[config.mk]
export PLATFORM = sky130hd
export DESIGN_NAME = fetch_stage
export DESIGN_NICKNAME = d
export VERILOG_FILES = /design/src/rtl/fetch_stage.sv
export SDC_FILE = /design/constraint.sdc
export NUM_CORES = 1
export LEC_CHECK = 0
export ABC_AREA = 1
export CORE_ASPECT_RATIO = 1.75
export CORE_MARGIN = 1.5
export CORE_UTILIZATION = 45
export DETAILED_ROUTE_END_ITERATION = 8
export PLACE_DENSITY = 0.81
export SLEW_MARGIN = 5
export SYNTH_ARGS = -nofsm -noshare
export SYNTH_HDL_FRONTEND = slang
export SYNTH_SLANG_ARGS = --single-unit
[constraint.sdc]
create_clock -name clk -period 1.9 [get_ports clk]
set_clock_uncertainty 0.05 [all_clocks]
set_input_delay 0.57 -clock clk [delete_from_list [all_inputs] [get_ports clk]]
set_output_delay 0.57 -clock clk [all_outputs]
set_load 0.005 [all_outputs]
[src/rtl/fetch_stage.sv]
// IF stage: PC register plus IF/ID pipeline register with stall, bubble and redirect-flush control.
// All outputs are registered (1-cycle latency); StallF/StallD hold state, and a decode redirect overrides StallF.
module fetch_stage #(
    parameter logic [31:0] RESET_PC = 32'h0000_0000
) (
    input  logic        clk,
    input  logic        rst_n,
    input  logic        StallF,
    input  logic        StallD,
    input  logic        PCSrcD,
    input  logic        JumpD,
    input  logic [31:0] PCBranchD,
    input  logic [31:0] InstrF,
    output logic [31:0] PCF,
    output logic [31:0] InstrD,
    output logic [31:0] PCPlus4D,
    output logic        ValidD
);

    logic [31:0] pc_plus4_f;
    logic [31:0] jump_target;
    logic [31:0] branch_target;
    logic [31:0] redirect_target;
    logic        redirect;

    assign pc_plus4_f      = PCF + 32'd4;
    assign jump_target     = {PCPlus4D[31:28], InstrD[25:0], 2'b00};
    assign branch_target   = PCBranchD & 32'hFFFF_FFFC;
    assign redirect        = ValidD & ~StallD & (JumpD | PCSrcD);
    assign redirect_target = JumpD ? jump_target : branch_target;

    // A taken redirect wins over StallF so the resolved path is never dropped.
    always_ff @(posedge clk) begin
        if (!rst_n) begin
            PCF <= RESET_PC;
        end else if (redirect) begin
            PCF <= redirect_target;
        end else if (!StallF) begin
            PCF <= pc_plus4_f;
        end
    end

    always_ff @(posedge clk) begin
        if (!rst_n) begin
            InstrD   <= 32'h0;
            PCPlus4D <= 32'h0;
            ValidD   <= 1'b0;
        end else if (StallD) begin
            InstrD   <= InstrD;
            PCPlus4D <= PCPlus4D;
            ValidD   <= ValidD;
        end else if (redirect || StallF) begin
            // Flush on redirect; bubble when fetch is held so nothing is duplicated.
            InstrD   <= 32'h0;
            PCPlus4D <= 32'h0;
            ValidD   <= 1'b0;
        end else begin
            InstrD   <= InstrF;
            PCPlus4D <= pc_plus4_f;
            ValidD   <= 1'b1;
        end
    end

endmodule

==> results.md, run 1 <==
* Run status: finished, final reports clean
* Setup crit end kind: output pin
* CP arrival at 1.25 ns
* Worst stage delay on the critical path at 0.52 ns
* Initial DRC count at 379
* Top post-synthesis cells by count: nand2_1 (279), dfxtp_1 (93), a21oi_1 (84)
* Leak Pwr at 2.65 nW
* Nets at 948
* Post-synth EDFFs at 0
* Fillers at 890
* Post-layout power at 0.00452 W
* Critical path buffer and inverter count at 1
* RR Startpoint: PCF[2]
* Depth of the CTS H-tree at 3
* Critical Path Start Type: flip-flop
* Drt total wl at 14800 um
* HP Class: reg2reg
* Min Tclk post-route at 1.87 ns
* Die H at 138 um
* Dpl ws at -0.258 ns
* Worst Reg-to-Reg Cells at 8
* Most frequent cell after synthesis: nand2_1
* Largest net degree at the start of global routing at 58
* Multi-input gate area at 2360 um2
* Worst-margin pin slew at 0.599 ns
* FF+latch count, synth at 93
* Synth cell types at 28
* Row count at 49
* Vias at 5146
* Yosys top cell by area: dfxtp_1
* Die area at 11000 um2
* Antenna violations before repair at 0
* DR DRC count at 0
* Grt ovf at 0
* Hold worst-path end: PCPlus4D[20]
* Root Driver: clkbuf_16
* Crit-path leading delay family: buffers and inverters
* P&R area growth vs syn at 48.3%
* Io pins at 167
* Register area at 1910 um2
* Detailed placement HPWL at 10900 um
* Critical path cell sequence: clkdlybuf4s50_1
* MaxCap Viol Count at 0
* Routed wire per std cell at 14.7 um
* Fmax at 534 MHz
* CTS Buf Count at 9
* Share of layout cells above drive strength 1 at 9.86%
* Clock tree buffer depth at 2
* Antenna viol nets, final at 0
* Detailed Routing Iterations Pass 1 at 5
* Top post-synthesis cells by area: dfxtp_1 (40%), nand2_1 (22%), a21oi_1 (9.0%)
* Hold depth at 2
* Critical path's slowest cell: clkdlybuf4s50_1
* Synthesized area at 4680 um2
* Final Util at 68.2%
* Post-synthesis sequential area ratio at 39.8%
* Slew Viols, Final at 0
* Final worst setup slack at 0.0257 ns
* Die Wd at 80.1 um
* Starting Density at 46.0%
* Vias in the first global route at 5039
* Yosys top cell area share at 39.8%
* CTS Sinks at 93
* Rel. slew slack at 60.1%
* Synth warn at 0
* Worst-path clk slew at 0.07 ns
* Hold Startpoint: PCPlus4D[20]
* CTS tree: built
* WS Path Type: reg2out
* Setup TNS Final at 0 ns
* GRT Overall Usage at 27.1%
* Asr flop ratio synth at 0%
* Register-to-register setup slack at 0.15 ns
* Main synth FF type: dfxtp_1
* Critical Path Fanout Max at 5
* Number of antenna diodes at 0
* Syn avg cell area at 6.52 um2
* Final setup fails at 0
* Maximum VDD drop at 0.000535 V
* Core region area at 10200 um2
* Worst r2r dst: PCPlus4D[17]
* Routability Congestion at 0.962
* Vias per std cell at 5.10
* Global-route wire length before repair at 23100 um
* Cells after synthesis at 717
* PD cells at 652 nW/um2
* Hold Vio Cnt, Final at 0
* Port buffer count at 160
* Req. time, crit path at 1.28 ns
* Crit share post-route at 98.6%
* Skew-Pair Late Insertion Delay at 0.36 ns
==> area by class of cell <==
| type | count | area share [%] |
|---|---|---|
| Inverter | 72 | 3.90 |
| Sequential cell | 93 | 27.5 |
| Tap cell | 127 | 2.29 |
| Timing Repair Buffer | 188 | 27.8 |
| Multi-Input combinational cell | 513 | 34.0 |
| Clock inverter | 5 | 0.848 |
| Clock buffer | 11 | 3.64 |
==> cells by family after synthesis <==
logic type / count (synthesis) / synth area share, %
buf+inv: 114 / 10.4
flops: 93 / 39.8
other cells: 1 / 0.0802
simple gates: 355 / 29.8
fa+ha+maj: 1 / 0.267
compound gates: 137 / 16.5
mux: 3 / 0.722
xor+xnor: 13 / 2.43
==> worst max path at each step <==
stage	start	to	slack (ns)	cells after the start
after floorplan	StallD	PCF[12]	0.23	8
after global placement	PCSrcD	PCF[22]	-0.16	9
after detailed placement	PCSrcD	InstrD[14]	-0.26	9
after CTS	PCF[11]	PCF[11]	0.0008	1
after global routing	PCF[2]	PCF[18]	-0.01	8
final	PCF[9]	PCF[9]	0.03	1
==> where the power goes <==
part	internal [W]	switching [W]	leakage, nW	total, W
clock	0.00109	0.000787	0.148	0.00188
combinational	0.000329	0.000274	1.73	0.000603
sequential	0.00200	0.0000458	0.769	0.00204
total	0.00342	0.00111	2.65	0.00452
==> layout by cell type, fill, tap and decap left out, drive strengths merged <==
| cell | n |
|---|---|
| conb | 4 |
| bufinv | 1 |
| and2 | 2 |
| xnor2 | 7 |
| buf | 29 |
| mux2 | 3 |
| o211ai | 28 |
| inv | 72 |
| ha | 1 |
| nor2 | 45 |
| nand3 | 25 |
| clkdlybuf4s50 | 149 |
| nand2 | 279 |
| dlygate4sd2 | 5 |
| dlymetal6s2s | 4 |
| a31oi | 6 |
| o21ai | 17 |
| dfxtp | 93 |
| a21oi | 84 |
| clkinv | 2 |
| or2 | 1 |
| xor2 | 6 |
| clkbuf | 12 |
| clkinvlp | 2 |
| o21bai | 2 |
| nand3b | 3 |
==> worst register-to-register path, cell delays in order, from the launching register on <==
cell and delay (ns):
dfxtp_1 0.33, buf_4 0.12, inv_1 0.06, nor2_1 0.19
nand2_1 0.15, nor2_1 0.37, xor2_1 0.22, nand2_1 0.07
a21oi_1 0.12
==> metrics by stage <==
stage | area (um2) | hold WS, ns | cells
after detailed placement | 6520 | 0.406 | 991
after global routing | 6940 | 0.434 | 1009
after global placement | 6520 | 0.403 | 991
after floorplan | 4690 | 0.412 | 720
after CTS | 6850 | 0.416 | 1007
final | 6940 | 0.413 | 1009
==> sequential cells by signal, summed over array words and instances, names as in the netlist <==
signal / cells
PCPlus4D: 30
ValidD: 1
PCF: 30
InstrD: 32
==> what timing repair did <==
action                                  CTS  global route
gates cloned                              0             1
gates resized for setup                  25            22
hold buffers                              0             0
setup buffers                             0             1
endpoints found under the setup margin   25            47
==> layer usage <==
layer	GRT usage, %	up-vias	share of wire [%]
met4	18.5	0	5.1
met2	47.2	188	52
met5	0	-	0
met3	5.39	52	4.6
li1	-	2573	-
met1	28.9	2333	38
No activity file was read; power rests on OpenSTA's default activity.
==> inputs of run 2 (changes only) <==
Settings changed: ABC_AREA 1 to 0, PLACE_DENSITY 0.81 to 0.8.
==> results.md, run 2 <==
* Run status: finished, final reports clean (unchanged)
* Maximum VDD drop at 0.000498 V (was 0.000535 V)
* Top post-synthesis cells by count: dfxtp_1 (93), nand2_1 (57), nor2b_1 (41) (was nand2_1 (279), dfxtp_1 (93), a21oi_1 (84))
* Crit share post-route at 98.5% (was 98.6%)
* Yosys top cell by area: dfxtp_1 (unchanged)
* Sequential Power Share at 46.3% (was 45.2%)
* Detailed placement HPWL at 10500 um (was 10900 um)
* Vias per std cell at 5.57 (was 5.10)
* Vias in the first global route at 4587 (was 5039)
* Critical path cell sequence: clkdlybuf4s50_1 (unchanged)
* Placed Area at 6590 um2 (was 6520 um2)
* Final worst setup slack at 0.0285 ns (was 0.0257 ns)
* Die H at 138 um (about the same)
* Cells after synthesis at 531 (was 717)
* Main synth FF type: dfxtp_1 (unchanged)
* Post-synthesis sequential area ratio at 39.7% (was 39.8%)
* Sw Ratio at 23.4% (was 24.5%)
* PD cells at 635 nW/um2 (was 652 nW/um2)
* GRT Overall Usage at 26.0% (was 27.1%)
* Detailed Routing Iterations Pass 1 at 5 (unchanged)
* Worst-margin pin slew at 0.833 ns (was 0.599 ns)
* WS Path Type: reg2out (unchanged)
* Critical Path Start: PCF[25] (was PCF[9])
* CTS Buf Count at 9 (unchanged)
* Synthesized area at 4680 um2 (about the same)
* Global-route wire length before repair at 22200 um (was 23100 um)
* DR DRC count at 0 (unchanged)
* Largest Register: InstrD (unchanged)
* Hold Startpoint: PCPlus4D[21] (was PCPlus4D[20])
* Vias at 4690 (was 5146)
* CTS tree: built (unchanged)
* Unrepaired setup endpoints after global routing: true
* NetSw at 0.00105 W (was 0.00111 W)
* RR Startpoint: PCF[9] (was PCF[2])
* Setup crit end kind: output pin (unchanged)
* Crit-path leading delay family: buffers and inverters (unchanged)
* Most common cell after layout, fill and taps aside: clkdlybuf4s50_1 (was nand2_1)
* Max reg flops at 32 (unchanged)
* Row count at 49 (unchanged)
* Nets at 782 (was 948)
* Critical Path Start Type: flip-flop (unchanged)
* Antenna violations before repair at 0 (unchanged)
* Die Wd at 80.1 um (about the same)
* Rel. slew slack at 44.5% (was 60.1%)
* Slew Viols, Final at 0 (unchanged)
* Post-synth EDFFs at 0 (unchanged)
* Critical Path Fanout Max at 5 (unchanged)
* Synth cell types at 41 (was 28)
* CTS Sinks at 93 (unchanged)
* CP arrival at 1.25 ns (about the same)
* Final instance area at 7040 um2 (was 6940 um2)
* Final setup fails at 0 (unchanged)
* Synth warn at 0 (unchanged)
* Port buffer count at 160 (unchanged)
* Clock tree buffer depth at 2 (unchanged)
* Drt total wl at 14200 um (was 14800 um)
* Yosys top cell area share at 39.7% (was 39.8%)
* Antenna viol nets, final at 0 (unchanged)
* Syn avg cell area at 8.82 um2 (was 6.52 um2)
* Fmax at 534 MHz (about the same)
* Largest net degree at the start of global routing at 39 (was 58)
* P_int at 0.00343 W (was 0.00342 W)
* Skew-Pair Late Insertion Delay at 0.34 ns (was 0.36 ns)
* Worst-path clk slew at 0.06 ns (was 0.07 ns)
* Root Driver: clkbuf_16 (unchanged)
* Grt ovf at 0 (unchanged)
* Asr flop ratio synth at 0% (unchanged)
* HP Class: reg2reg (unchanged)
* Worst stage delay on the critical path at 0.52 ns (about the same)
* Number of antenna diodes at 0 (unchanged)
* P&R area growth vs syn at 50.4% (was 48.3%)
* Share of layout cells above drive strength 1 at 18.5% (was 9.86%)
* Die area at 11100 um2 (was 11000 um2)
* Routed wire per std cell at 16.9 um (was 14.7 um)
* Combinational share of power at 15.1% (was 13.3%)
* Top post-synthesis cells by area: dfxtp_1 (40%), xnor2_1 (6.7%), a22oi_1 (5.9%) (was dfxtp_1 (40%), nand2_1 (22%), a21oi_1 (9.0%))
* Io pins at 167 (unchanged)
* Core region area at 10200 um2 (unchanged)
* Most frequent cells in the layout: clkdlybuf4s50_1 (136), dfxtp_1 (69), nand2_1 (57) (was nand2_1 (278), clkdlybuf4s50_1 (149), a21oi_1 (84))
* Biggest regs: InstrD: 32 flops, PCF: 30 flops, PCPlus4D: 30 flops (unchanged)
* Routability Congestion at 0.914 (was 0.962)
* Dpl ws at -0.393 ns (was -0.258 ns)
* Min Tclk post-route at 1.87 ns (about the same)
* MaxCap Viol Count at 0 (unchanged)
* FF+latch count, synth at 93 (unchanged)
* Initial DRC count at 300 (was 379)
* Hold Vio Cnt, Final at 0 (unchanged)
* Critical path buffer and inverter count at 1 (unchanged)
* Clock share of power at 38.6% (was 41.5%)
* Req. time, crit path at 1.28 ns (about the same)
* Critical path's slowest cell: clkdlybuf4s50_1 (unchanged)
* Most frequent cell after synthesis: dfxtp_1 (was nand2_1)
* Leak Pwr at 2.81 nW (was 2.65 nW)
* Starting Density at 46.0% (about the same)
* Register-to-register setup slack at 0.03 ns (was 0.15 ns)
* Depth of the CTS H-tree at 3 (unchanged)
-- run 2: worst paths after layout --
kind	end	cells past startpoint
setup reg to reg	PCPlus4D[28]	7
setup / recovery	PCF[25]	1
hold reg to reg	PCPlus4D[21]	2
hold / removal	PCPlus4D[21]	2
-- run 2: power groups by stage --
stage / Clock [W] / Combinational (W) / Sequential [W]
6_report: 0.00173 / 0.000675 / 0.00207
5_1_grt: 0.00182 / 0.000732 / 0.00208
4_1_cts: 0.00174 / 0.000673 / 0.00208
3_5_place_dp: 0 / 0.000664 / 0.00212
3_3_place_gp: 0 / 0.000654 / 0.00212
2_1_floorplan: 0 / 0.000285 / 0.00212
-- run 2: cell families after synthesis --
family | share of synthesized area (%)
XOR/XNOR | 10.1
flip-flops | 39.7
other | 0.0801
AO/OA/AOI/OAI | 14.8
buffers and inverters | 6.30
AND/OR/NAND/NOR | 21.7
multiplexers | 7.00
adder cells (fa/ha/maj) | 0.267
-- run 2: cell type report --
type                            instances  area, um2
Inverter                                4       15.0
Clock buffer                           13        240
Sequential cell                        93       1910
Timing Repair Buffer                  217       2050
Clock inverter                          2       35.0
Multi-Input combinational cell        386       2630
Tap cell                              127        159
Fill cell                             809       3130
-- run 2: metrics by stage --
stage | hold WS [ns] | power, W | std cells | TNS, ns | util (%)
floorplan | 0.399 | 0.00240 | 534 | 0 | -
global placement | 0.386 | 0.00277 | 820 | -18.66 | 64.7
detailed placement | 0.395 | 0.00278 | 820 | -21.56 | 64.7
CTS | 0.409 | 0.00449 | 840 | 0 | 68.3
global route | 0.422 | 0.00463 | 842 | -0.0275 | 69.2
finish | 0.409 | 0.00448 | 842 | 0 | 69.2
-- run 2: per-layer routing --
| layer | global-route usage [%] | part of all wire, % |
|---|---|---|
| met1 | 28.2 | 37 |
| met2 | 46.8 | 53 |
| met3 | 5.79 | 6.0 |
| met4 | 12.5 | 4.2 |
| met5 | 0 | 0 |
-- run 2: timing repair --
action | 4_1_cts | 5_1_grt
setup buffers | 5 | 2
hold endpoints to repair | 0 | 0
endpoints found under the setup margin | 34 | 73
pin swaps | 2 | 6
resized for setup | 50 | 23
hold buffers | 0 | 0
==> inputs of run 3 (changes only) <==
Settings changed: CORE_ASPECT_RATIO 1.75 to 0.6, DONT_BUFFER_PORTS from default to 1, PLACE_DENSITY 0.8 to default.
==> results.md, run 3 (synthesis gave the netlist of run 2 again) <==
* Run status: finished, final reports clean (unchanged)
* Sequential Power Share at 48.4% (was 46.3%)
* Depth of the CTS H-tree at 3 (unchanged)
* Share of layout cells above drive strength 1 at 19.3% (was 18.5%)
* GRT Overall Usage at 23.7% (was 26.0%)
* Setup TNS Final at 0 ns (unchanged)
* Worst-margin pin slew at 0.839 ns (was 0.833 ns)
* Die area at 11100 um2 (about the same)
* Detailed Routing Iterations Pass 1 at 5 (unchanged)
* Rel. slew slack at 44.1% (was 44.5%)
* Routed wire per std cell at 18.9 um (was 16.9 um)
* Slew Viols, Final at 0 (unchanged)
* Crit share post-route at 96.5% (was 98.5%)
* Antenna violations before repair at 0 (unchanged)
* Worst-path clk slew at 0.07 ns (was 0.06 ns)
* Req. time, crit path at 2.08 ns (was 1.28 ns)
* Most frequent cells in the layout: dfxtp_1 (84), nand2_1 (57), buf_4 (53) (was clkdlybuf4s50_1 (136), dfxtp_1 (69), nand2_1 (57))
* Hold_buf cts at 0 (unchanged)
* Die H at 82.0 um (was 138 um)
* MaxCap Viol Count at 0 (unchanged)
* Skew-Pair Late Insertion Delay at 0.34 ns (about the same)
* Io pins at 167 (unchanged)
* Routability Congestion at 0.862 (was 0.914)
* DR DRC count at 0 (unchanged)
* Number of antenna diodes at 0 (unchanged)
* CTS Sinks at 93 (unchanged)
* Global-route wire length before repair at 20200 um (was 22200 um)
* Core region area at 9980 um2 (was 10200 um2)
* Vias per std cell at 5.75 (was 5.57)
* Hold Vio Cnt, Final at 0 (unchanged)
* HP Class: in2reg (was reg2reg)
* Setup crit end kind: flip-flop (was output pin)
* Clock tree buffer depth at 2 (unchanged)
* Final Util at 53.8% (was 69.2%)
* Sw Ratio at 23.8% (was 23.4%)
* Critical Path Fanout Max at 5 (unchanged)
* Biggest regs: InstrD: 32 flops, PCF: 30 flops, PCPlus4D: 30 flops (unchanged)
* Largest Register: InstrD (unchanged)
* Clock share of power at 43.1% (was 38.6%)
* Initial DRC count at 186 (was 300)
* WS Path Type: reg2reg (was reg2out)
* Unrepaired setup endpoints after global routing: true (unchanged)
* CP arrival at 2.01 ns (was 1.25 ns)
* PD cells at 798 nW/um2 (was 635 nW/um2)
* Fillers at 948 (was 809)
* Largest net degree at the start of global routing at 73 (was 39)
* Leak Pwr at 2.06 nW (was 2.81 nW)
* Max reg flops at 32 (unchanged)
* Root Driver: clkbuf_16 (unchanged)
* NetSw at 0.00102 W (was 0.00105 W)
* P&R area growth vs syn at 14.6% (was 50.4%)
* Detailed placement HPWL at 9520 um (was 10500 um)
* P_int at 0.00327 W (was 0.00343 W)
* Most common cell after layout, fill and taps aside: dfxtp_1 (was clkdlybuf4s50_1)
* Row count at 28 (was 49)
* Final setup fails at 0 (unchanged)
* Critical Path Start Type: flip-flop (unchanged)
* CTS Buf Count at 9 (unchanged)
* Port buffer count at 0 (was 160)
* Antenna viol nets, final at 0 (unchanged)
* Combinational share of power at 8.4% (was 15.1%)
* Starting Density at 46.9% (was 46.0%)
* Vias at 3957 (was 4690)
* Die Wd at 135 um (was 80.1 um)
* Fmax at 545 MHz (was 534 MHz)
* Min Tclk post-route at 1.83 ns (was 1.87 ns)
* Maximum VDD drop at 0.000585 V (was 0.000498 V)
* Vias in the first global route at 3895 (was 4587)
* Grt ovf at 0 (unchanged)
* Drt total wl at 13000 um (was 14200 um)
* Nets at 619 (was 782)
* CTS tree: built (unchanged)
run 3: cell types whose count changed in the layout (fill, tap and decap cells not counted), moves of 4 or more:
cell / change
nor3_2: -4
dfxtp_2: -9
dfxtp_1: +15
clkdlybuf4s50_1: -136
clkbuf_1: -4
dlymetal6s2s_1: -4
dlygate4sd2_1: -17
dfxtp_4: -6
nor3_1: +5
run 3: path summary, 6_finish.rpt:
| check | from | end | slack, ns | cells after the start |
|---|---|---|---|---|
| min | rst_n | PCF[14] | 0.31 | 1 |
| min reg2reg | PCPlus4D[27] | PCPlus4D[27] | 0.43 | 2 |
| max reg2reg | PCF[21] | PCF[31] | 0.07 | 6 |
| max | PCF[21] | PCF[31] | 0.07 | 6 |
run 3: power by group through the flow:
| stage | clock network, W | registers [W] | logic [W] |
|---|---|---|---|
| after floorplan | 0 | 0.00212 | 0.000285 |
| after global placement | 0 | 0.00212 | 0.000353 |
| after detailed placement | 0 | 0.00212 | 0.000361 |
| after CTS | 0.00190 | 0.00207 | 0.000363 |
| after global routing | 0.00199 | 0.00208 | 0.000396 |
| final | 0.00185 | 0.00207 | 0.000362 |
run 3: worst max-delay path: stages (launching register included):
cell and delay (ns):
dfxtp_1 0.43, and4_2 0.32, nand3_1 0.20, nor4_2 0.37, buf_4 0.17, xnor2_1 0.10
a21oi_1 0.08
run 3: through the flow:
stage	instances	hold WS, ns	cell area, um2	power [W]	worst slack, ns
after floorplan	534	0.399	4710	0.00240	0.0225
after global placement	670	0.417	5000	0.00247	0.0255
after detailed placement	670	0.424	5000	0.00248	-0.0890
after CTS	688	0.291	5350	0.00434	0.00196
after global routing	688	0.289	5370	0.00447	-0.0534
final	688	0.312	5370	0.00429	0.0660
run 3: cell type report:
class,count,area [um2],area share [%]
multi-input cells,386,2580,48.1
flip-flops and latches,93,1880,34.9
repair buffers,54,418,7.78
clock buffers,10,239,4.45
well taps,135,169,3.15
clock inverters,6,71.3,1.33
inverters,4,15.0,0.280
run 3: timing repair:
action,4_1_cts,5_1_grt
gates resized for setup,7,11
buffers inserted,2,1
endpoints found under the setup margin,2,13
pin swaps,2,5
run 3: metal layers:
metal	part of all wire [%]	vias to the layer above	track usage [%]
met5	0	-	0
met4	0.99	0	5.70
met3	8.2	11	7.84
met2	45	138	39.8
met1	46	1926	29.9
li1	-	1882	-
